$ cat config.mk
export PLATFORM = sky130hd
export DESIGN_NAME = noc_ingress_buffer
export DESIGN_NICKNAME = d
export VERILOG_FILES = /design/src/rtl/noc_ingress_buffer.sv
export SDC_FILE = /design/constraint.sdc
export NUM_CORES = 1
export LEC_CHECK = 0
export BUFFER_PORTS_ARGS = -buffer_cell sky130_fd_sc_hd__buf_4
export CAP_MARGIN = 20
export CORE_UTILIZATION = 30
export CTS_CLUSTER_SIZE = 8
export DETAILED_ROUTE_END_ITERATION = 6
export HOLD_SLACK_MARGIN = 0.02
export PLACE_DENSITY = 0.59
export SYNTH_ARGS = -nofsm -noshare
export SYNTH_HDL_FRONTEND = slang
export SYNTH_SLANG_ARGS = --single-unit
$ cat constraint.sdc
create_clock -name clk -period 1.9 [get_ports clk]
set_input_delay 0.19 -clock clk [delete_from_list [all_inputs] [get_ports clk]]
set_output_delay 0.19 -clock clk [all_outputs]
set_load 0.03 [all_outputs]
$ cat src/rtl/noc_ingress_buffer.sv
// Per-channel ingress FIFOs between a NoC router and its network adapter.
// Define OPTIMSOC_NOC_INBUF_STORE_FWD_EN to hold flits until a whole packet (or a full FIFO) is buffered.
module noc_ingress_buffer #(
  parameter int CHANNELS   = 2,
  parameter int FLIT_WIDTH = 32,
  parameter int DEPTH      = 4
) (
  input  logic                                 clk,
  input  logic                                 rst,
  input  logic [CHANNELS-1:0][FLIT_WIDTH-1:0]  in_flit,
  input  logic [CHANNELS-1:0]                  in_last,
  input  logic [CHANNELS-1:0]                  in_valid,
  output logic [CHANNELS-1:0]                  in_ready,
  output logic [CHANNELS-1:0][FLIT_WIDTH-1:0]  out_flit,
  output logic [CHANNELS-1:0]                  out_last,
  output logic [CHANNELS-1:0]                  out_valid,
  input  logic [CHANNELS-1:0]                  out_ready
);

  localparam int AW = (DEPTH > 1) ? $clog2(DEPTH) : 1;
  localparam int CW = $clog2(DEPTH + 1);
  localparam logic [CW-1:0] FULL = CW'(DEPTH);

  for (genvar c = 0; c < CHANNELS; c++) begin : gChan
    logic [FLIT_WIDTH:0] mem_q [DEPTH];
    logic [AW-1:0]       wrPtr_q, wrPtr_d;
    logic [AW-1:0]       rdPtr_q, rdPtr_d;
    logic [CW-1:0]       count_q, count_d;
    logic                push, pop;

    // Ready comes only from the registered count, so out_ready never reaches in_ready.
    assign in_ready[c] = (count_q < FULL);
    assign push        = in_valid[c] & in_ready[c] & ~rst;
    assign pop         = out_valid[c] & out_ready[c] & ~rst;
    assign out_flit[c] = mem_q[rdPtr_q][FLIT_WIDTH-1:0];
    assign out_last[c] = mem_q[rdPtr_q][FLIT_WIDTH];

    always_comb begin
      wrPtr_d = wrPtr_q;
      rdPtr_d = rdPtr_q;
      count_d = count_q;
      if (push) wrPtr_d = wrPtr_q + AW'(1);
      if (pop)  rdPtr_d = rdPtr_q + AW'(1);
      if (push && !pop)      count_d = count_q + CW'(1);
      else if (pop && !push) count_d = count_q - CW'(1);
    end

    always_ff @(posedge clk) begin
      if (rst) begin
        wrPtr_q <= '0;
        rdPtr_q <= '0;
        count_q <= '0;
      end else begin
        wrPtr_q <= wrPtr_d;
        rdPtr_q <= rdPtr_d;
        count_q <= count_d;
      end
    end

    // Storage is deliberately left unreset; pointers and count define what is live.
    always_ff @(posedge clk) begin
      if (push) mem_q[wrPtr_q] <= {in_last[c], in_flit[c]};
    end

`ifdef OPTIMSOC_NOC_INBUF_STORE_FWD_EN
    logic [CW-1:0] pktCnt_q, pktCnt_d;
    logic          pushLast, popLast;

    assign pushLast = push & in_last[c];
    assign popLast  = pop & out_last[c];

    always_comb begin
      pktCnt_d = pktCnt_q;
      if (pushLast && !popLast)      pktCnt_d = pktCnt_q + CW'(1);
      else if (popLast && !pushLast) pktCnt_d = pktCnt_q - CW'(1);
    end

    always_ff @(posedge clk) begin
      if (rst) pktCnt_q <= '0;
      else     pktCnt_q <= pktCnt_d;
    end

    // A full FIFO releases regardless, so packets longer than DEPTH cut through instead of deadlocking.
    assign out_valid[c] = (count_q != '0) && ((pktCnt_q != '0) || (count_q == FULL));
`else
    assign out_valid[c] = (count_q != '0);
`endif
  end

endmodule
# ---- Word-level counts from Yosys, hierarchy flattened
# Memories as Yosys holds them, arrays and structs flattened. A register that Yosys moved wholly into a read port is not among the register bits.
# Index checks and enable logic that the tools add are counted.
dict set report classes {
  magnitude_cmp 2
  n_addsub 8
  n_bitwise 9
  mux 12
  n_reduce_logical 12
}
# operator n
set ops {}
lappend ops {{3-bit 2-to-1 mux} 4}
lappend ops {{2-bit by 1-bit adder with 2-bit output, second input constant} 4}
lappend ops {{1-bit AND} 8}
lappend ops {{2-bit 2-to-1 mux} 4}
lappend ops {{3-bit by 1-bit adder with 3-bit output, second input constant} 2}
lappend ops {{3-bit less-than comparator, second input constant} 2}
lappend ops {{3-bit nonzero test} 2}
lappend ops {{3-bit by 1-bit subtractor with 3-bit output, second input constant} 2}
lappend ops {{1-bit logical AND} 4}
lappend ops {{1-bit zero test} 4}
lappend ops {{1-bit 2-to-1 mux} 4}
lappend ops {{2-bit nonzero test} 2}
lappend ops {{1-bit inverter} 1}
dict set report word_totals {
  input_bits 72
  memories 2
  mem_bits_rw 264
  regBits 14
}
# memory depth word_bits read_ports rd_clocked_by_memory_dff write_ports line
set mem_list {}
lappend mem_list {{gChan[0].mem_q} 4 33 1 1 1 25} ;# logic [FLIT_WIDTH:0] mem_q [DEPTH];
lappend mem_list {{gChan[1].mem_q} 4 33 1 1 1 25}

# ---- Longest topological paths before layout
# Gate-level depths: netlist of run 1.
dict set report depth {
  ltp_word 7
  ltp_mapped 8
}

# ---- Worst setup path after synthesis of run 1
# Ideal clock, no wire load.
dict set report synth_timing {
  path_kind {register to register}
  from {register gChan[0].count_q[2]}
  to {register gChan[0].count_q[2]}
  t_arrival_ps 1980
  synth_period_minus_slack_ps 2049
  path_stages_with_launch 9
  path_slack_ps -149
  path_cell_list {dfxtp_1 o31ai_1 or2_2 ha_1 inv_1 fa_1 xor2_1 or3_1 a21oi_1}
}
dict set report synth_via {
  elab_chain_len 6
}
# item line
set synth_lines {}
lappend synth_lines {{start, declared} 28} ;# logic [CW-1:0] count_q, count_d;
lappend synth_lines {{start signal, assigned} 56} ;# count_q <= count_d;
lappend synth_lines {{3-bit less-than comparator / 3-bit nonzero test (equally long branches)} {32, 86}}
lappend synth_lines {{1-bit AND, on equally long branches (2 in series)} {33, 34}}
lappend synth_lines {{1-bit zero test, on equally long branches} {45, 44}}
lappend synth_lines {{1-bit logical AND, on equally long branches} {45, 44}}
lappend synth_lines {{2-bit nonzero test (no line) / 3-bit 2-to-1 mux (equally long branches)} --}
# Several ways; a longest one is shown, not always the timed one. The select of a mux whose other input is x is not followed.
# A chain may end at the register's enable or synchronous reset.

==> results of run 1 <==
## synth_stat cells, drive strengths merged (2+ instances only)
master and count:
a21oi 2, and2 8, buf 16, clkbuf 2, dfxtp 18, edfxtp 264
fa 2, ha 10, inv 8, mux2i 3, mux4 66, nor2 13
o21ai 2, o311ai 2, o31ai 3, or2 2, or3 4, xnor2 2
xor2 8
## stage by stage
| step | TNS, ns | total power [mW] |
|---|---|---|
| floorplan | -0.04312 | 11.13 |
| global placement | -0.03417 | 12.78 |
| detailed placement | -0.2745 | 12.92 |
| CTS | -11.12 | 20.55 |
| global route | -11.48 | 20.95 |
| finish | -7.526 | 20.13 |
## timing repair
action,CTS,global route
endpoints found under the hold margin,269,0
setup buffers,5,2
pin swaps,6,4
hold buffers,67,0
setup endpoints to repair,67,68
resized for setup,79,2
gates cloned,4,0
## layout make-up
class                      instances  area, sq um
timing repair buffer             249         2530
clock buffer                      57         1129
multi-input combinational        131         2088
tap                              455        569.3
clock inverter                     3        17.52
fill                            3013        19880
inverter                           8        30.03
sequential                       282         8304
## final timing paths
path	from	end	slack, ns	cells past startpoint
min reg2reg	gChan[1].rdPtr_q[1]	gChan[1].rdPtr_q[1]	0.54	2
max reg2reg	gChan[1].count_q[0]	gChan[1].count_q[2]	-0.05	8
min	out_ready[0]	flip-flop	0.13	4
max	flip-flop	out_flit[51]	-0.19	3
## state kept, by name (all words and copies together), names as in the netlist, named ones only
register / flops
gChan.mem_q: 264
gChan.count_q: 6
gChan.wrPtr_q: 4
gChan.rdPtr_q: 4
## cell families (layout without fill, tap and decap cells)
kind of cell             count (synthesis)  in the layout  share of synthesized area
buffers and inverters                   26            317                    0.02091
AND/OR/NAND/NOR                         31             31                    0.01639
multiplexers                            69             69                     0.1461
flip-flops                             282            282                     0.7869
AO/OA/AOI/OAI                            9              9                   0.005702
adder cells (fa/ha/maj)                 12             12                    0.01568
XOR/XNOR                                10             10                   0.008316
## layer usage
metal | share of wire | GRT usage
met1 | 0.40 | 0.1467
met3 | 0.032 | 0.02187
met5 | 0 | 0
met2 | 0.54 | 0.2198
met4 | 0.025 | 0.05025
## power groups by stage
stage                     Clock (mW)  Combinational, mW  Sequential, mW
after floorplan                    0               3.57            7.57
after global placement             0               5.19            7.59
after detailed placement           0               5.29            7.63
after CTS                       6.68               6.30            7.58
after global routing            6.89               6.44            7.61
final                           6.46               6.09            7.58
## cells in the final DEF (no fill, tap or decap), drive strengths merged, types with 9 or more instances in the layout
cell         synthesis  layout
buf                 16     182
clkbuf               2      57
dfxtp               18      18
dlygate4sd3          0      67
edfxtp             264     264
ha                  10      10
inv                  8       9
mux4                66      66
nor2                13      13
## critical path: stages (launching register included)
cell and delay [ns]:
dfxtp_4 0.47, buf_16 0.20, mux4_2 0.54, buf_6 0.16
==> impl_metrics.tcl, run 1 <==
set metrics [dict create \
    hpwl_mm 13.01 \
    stdcell_count 1185 \
    cts_buffers 41 \
    antenna_cells 0 \
    switching_share 0.2838 \
    dr.pass1.iters 4 \
    clk_pin_slew_worst_paths_ns 0.05 \
    vias 5255 \
    routed_wl_mm 21.60 \
    grt_pass1_vias 5975 \
    io_pins 142 \
    cts.sinks 282 \
    syn_nets 523 \
    slew_violations 0 \
    avgSynthCellArea_sq_um 23.99 \
    fmax_mhz 478.7 \
    ant_nets 0 \
    setup_viol 68 \
    worst_pin_slew_ns 0.3817 \
    final_core_util 0.4246 \
    post-place-ws_ns -0.1829 \
    synthFlopType "edfxtp_1" \
    ys_async_sr_fraction 0 \
    violations "negative setup slack" \
    worst_setup_path_start_kind "flip-flop" \
    drv_cap 0 \
    dieArea_sq_mm 0.03586 \
    fin_area_sq_mm 0.01467 \
    drc 0 \
    p_int_mw 14.42 \
    yosys-top-cells-area "edfxtp_1 (75%), mux4_2 (13%), dfxtp_1 (3.4%), mux4_1 (1.5%), ha_1 (1.2%)" \
    grt-ovfl-total 0 \
    syn_inst 439 \
    yosysTopAreaCell "edfxtp_1" \
    cp.arrival_ns 1.90 \
    worstSetupEndpointType "primary output" \
    synth-seq-cells 282 \
    fin_ws_ns -0.1891 \
    grt_first_pass_wirelength_mm 33.54 \
    p_per_area_mw_per_mm2 1372 \
    row_count 68 \
    cp_max_fo 11 \
    required_ns 1.71 \
    fin_crit_sh 1.100 \
    clock_path_buffers 3 \
    clkPwrFrac 0.321 \
    coreArea_sq_mm 0.03454 \
    ys_types 27 \
    grt_usage 0.1234 \
    p_sw_mw 5.713 \
    ir_worst_vdd_mv 0.7083 \
    areaGrowthSynthToFinish_pct 39.26 \
    antenna_found_initial 0 \
    timing.final.hold_violations 0 \
    pwr-share-comb 0.303 \
    dp.cells 1049 \
    clkLatencyLatePin_ns 0.52 \
    cts-root-buf "clkbuf_16" \
    synth_edf_count 264 \
    ys_seq_area_frac 0.7869 \
    worstSetupPathType "reg2out" \
    power_frac_seq 0.376 \
    clock_skew_ns 0.008200 \
    hold_slack_ns 0.1325 \
    start_util 0.3049 \
    cts_tree "done" \
    min_path_type "in2reg" \
    vias_per_cell 4.435 \
    die_y_microns 189.4 \
    netlist.area_leader.share 0.7527 \
    routabilityCongestion 0.7105 \
    total_leakage_power_nw 5.033 \
    grt_max_degree 34 \
    placed_area_sq_mm 0.01246 \
    die_w_microns 189.4 \
    run_status "finished, violations left" \
    htreeDepth 2 \
    ys_warn_count 0 \
    drive_above_1_share 0.4397 \
    syn_area_sq_mm 0.01053 \
    wl_per_cell_microns 18.22 \
    relSlewSlack 0.7423 \
    drt_iter0_markers 211 \
    period_needed_ns 2.089 \
    fin_nets 797 \
    rsz0062_at_grt "true" \
    io_buffers 141 \
]
(Power assumes the default switching activity.)
==> inputs of run 2 (changes only) <==
--- a/config.mk
+++ b/config.mk
@@ -7,11 +7,11 @@
 export LEC_CHECK = 0
 export BUFFER_PORTS_ARGS = -buffer_cell sky130_fd_sc_hd__buf_4
 export CAP_MARGIN = 20
-export CORE_UTILIZATION = 30
+export CORE_UTILIZATION = 51
 export CTS_CLUSTER_SIZE = 8
 export DETAILED_ROUTE_END_ITERATION = 6
 export HOLD_SLACK_MARGIN = 0.02
-export PLACE_DENSITY = 0.59
+export PLACE_DENSITY = 0.85
 export SYNTH_ARGS = -nofsm -noshare
 export SYNTH_HDL_FRONTEND = slang
 export SYNTH_SLANG_ARGS = --single-unit
==> run 2 against run 1 <==
  * Register-to-register slack is essentially flat
  * Critical path depth grew 1
  * The flow still finishes with violations (negative setup slack)
  * Routed wire length grew 2.7%
  * Critical endpoint is now out_flit[12]
  * Power grew 1.4%
  * Maximum frequency grew 1.0%
  * Critical path type unchanged
  * Combinational power grew 5.3%
  * First-iteration DRC count grew 48%
  * Via count grew 1.6%
==> impl_metrics.tcl, run 2 (synthesized netlist as in run 1, its figures left out) <==
set metrics [dict create \
    final_common_cell "edfxtp_1" \
    io_pins 142 \
    clock_skew_ns 0.01275 \
    coreArea_sq_mm 0.02023 \
    final_core_util 0.7174 \
    fin_crit_sh 1.088 \
    top_register "gChan.mem_q" \
    run_status "finished, violations left" \
    largest_reg_flops 264 \
    hp-start "rst" \
    worstSetupEndpointType "primary output" \
    routabilityCongestion 0.7397 \
    post-place-ws_ns -0.1208 \
    min_path_type "in2reg" \
    grt-ovfl-total 0 \
    r2r-start "gChan[1].count_q[0]" \
    clock_path_buffers 3 \
    mostFrequentLayoutCells "edfxtp_1 (264), buf_4 (92), buf_6 (69), dlygate4sd3_1 (67), mux4_2 (66)" \
    ir_worst_vdd_mv 0.9471 \
    drt_iter0_markers 313 \
    areaGrowthSynthToFinish_pct 37.82 \
    tns_ns -6.698 \
    drc 0 \
    fmax_mhz 483.6 \
    violations "negative setup slack" \
    reg_top3 "gChan.mem_q (264), gChan.count_q (6)" \
    htreeDepth 2 \
    clk_pin_slew_worst_paths_ns 0.05 \
    total_leakage_power_nw 5.058 \
    antenna_found_initial 1 \
    vias 5341 \
    worstSetupPathType "reg2out" \
    grt_first_pass_wirelength_mm 33.51 \
    dieArea_sq_mm 0.02123 \
    grt_pass1_vias 6023 \
    grt_max_degree 34 \
    vias_per_cell 5.330 \
    timing.final.hold_violations 0 \
    period_needed_ns 2.068 \
    cp.arrival_ns 1.88 \
    worst_setup_path_start_kind "flip-flop" \
    cp_max_fo 5 \
    multi_input_area_sq_mm 0.002085 \
    relSlewSlack 0.6672 \
    setup_viol 68 \
    slew_violations 0 \
    drv_cap 0 \
    fin_nets 799 \
    grt_usage 0.2122 \
    p_per_area_mw_per_mm2 1406 \
    row_count 52 \
    cts-root-buf "clkbuf_16" \
    cts.sinks 282 \
    hpwl_mm 11.96 \
    die_y_microns 145.7 \
    cts_buffers 41 \
    routed_wl_mm 22.18 \
    drive_above_1_share 0.4432 \
    die_w_microns 145.7 \
    cts_tree "done" \
    seqCellArea_sq_mm 0.008304 \
    start_util 0.5205 \
    fillerInstances 1133 \
    fin_ws_ns -0.1679 \
    clkLatencyLatePin_ns 0.51 \
    worst_pin_slew_ns 0.4930 \
    required_ns 1.71 \
    ant_nets 0 \
    io_buffers 141 \
    hold_slack_ns 0.07235 \
    dr.pass1.iters 4 \
    wl_per_cell_microns 22.13 \
    rsz0062_at_grt "true" \
]
-- run 2: what timing repair did --
item / 4_1_cts / 5_1_grt
pin swaps: 8 / 0
buffers inserted: 8 / 3
gates cloned: 2 / 3
endpoints found under the setup margin: 68 / 68
hold endpoints to repair: 274 / 0
gates resized for setup: 92 / 5
hold buffers: 67 / 0
-- run 2: area by class of cell --
| class | instances | area share |
|---|---|---|
| timing repair buffer | 251 | 0.1799 |
| multi-input combinational | 131 | 0.1436 |
| clock inverter | 2 | 0.001207 |
| inverter | 8 | 0.002069 |
| antenna | 1 | 0.0001724 |
| tap | 270 | 0.02327 |
| clock buffer | 57 | 0.07775 |
| sequential | 282 | 0.5721 |
-- run 2: layer usage --
metal / global-route usage / up-vias / wire length [microns]
li1: - / 2368 / -
met1: 0.2413 / 2746 / 8148
met2: 0.3950 / 180 / 12510
met3: 0.03668 / 47 / 957
met4: 0.08632 / 0 / 562
met5: 0 / - / 0
-- run 2: through the flow --
stage | std cells | total power [mW] | instance area (sq um)
after floorplan | 439 | 11.13 | 10590
after global placement | 860 | 12.58 | 12160
after detailed placement | 860 | 12.75 | 12160
after CTS | 996 | 20.27 | 14430
after global routing | 1002 | 21.10 | 14520
final | 1002 | 20.41 | 14520
-- run 2: path summary, 6_finish.rpt --
check | end | slack [ns] | cells after the start
max | out_flit[12] | -0.17 | 4
min reg2reg | gChan[0].rdPtr_q[0] | 0.53 | 2
min | gChan[1].wrPtr_q[0] | 0.07 | 3
max reg2reg | gChan[1].count_q[2] | -0.06 | 8
-- run 2: critical path, stage by stage, from the launching register on --
cell     delay [ns]
dfxtp_4        0.41
buf_6          0.14
buf_12         0.13
mux4_2         0.53
buf_6          0.16
-- run 2: power by group --
part           internal (mW)  leakage [nW]  total [mW]  switching [mW]
logic                   3.27          1.96        6.41            3.14
clock network           4.06         0.555        6.44            2.38
registers               7.31          2.55        7.55           0.249
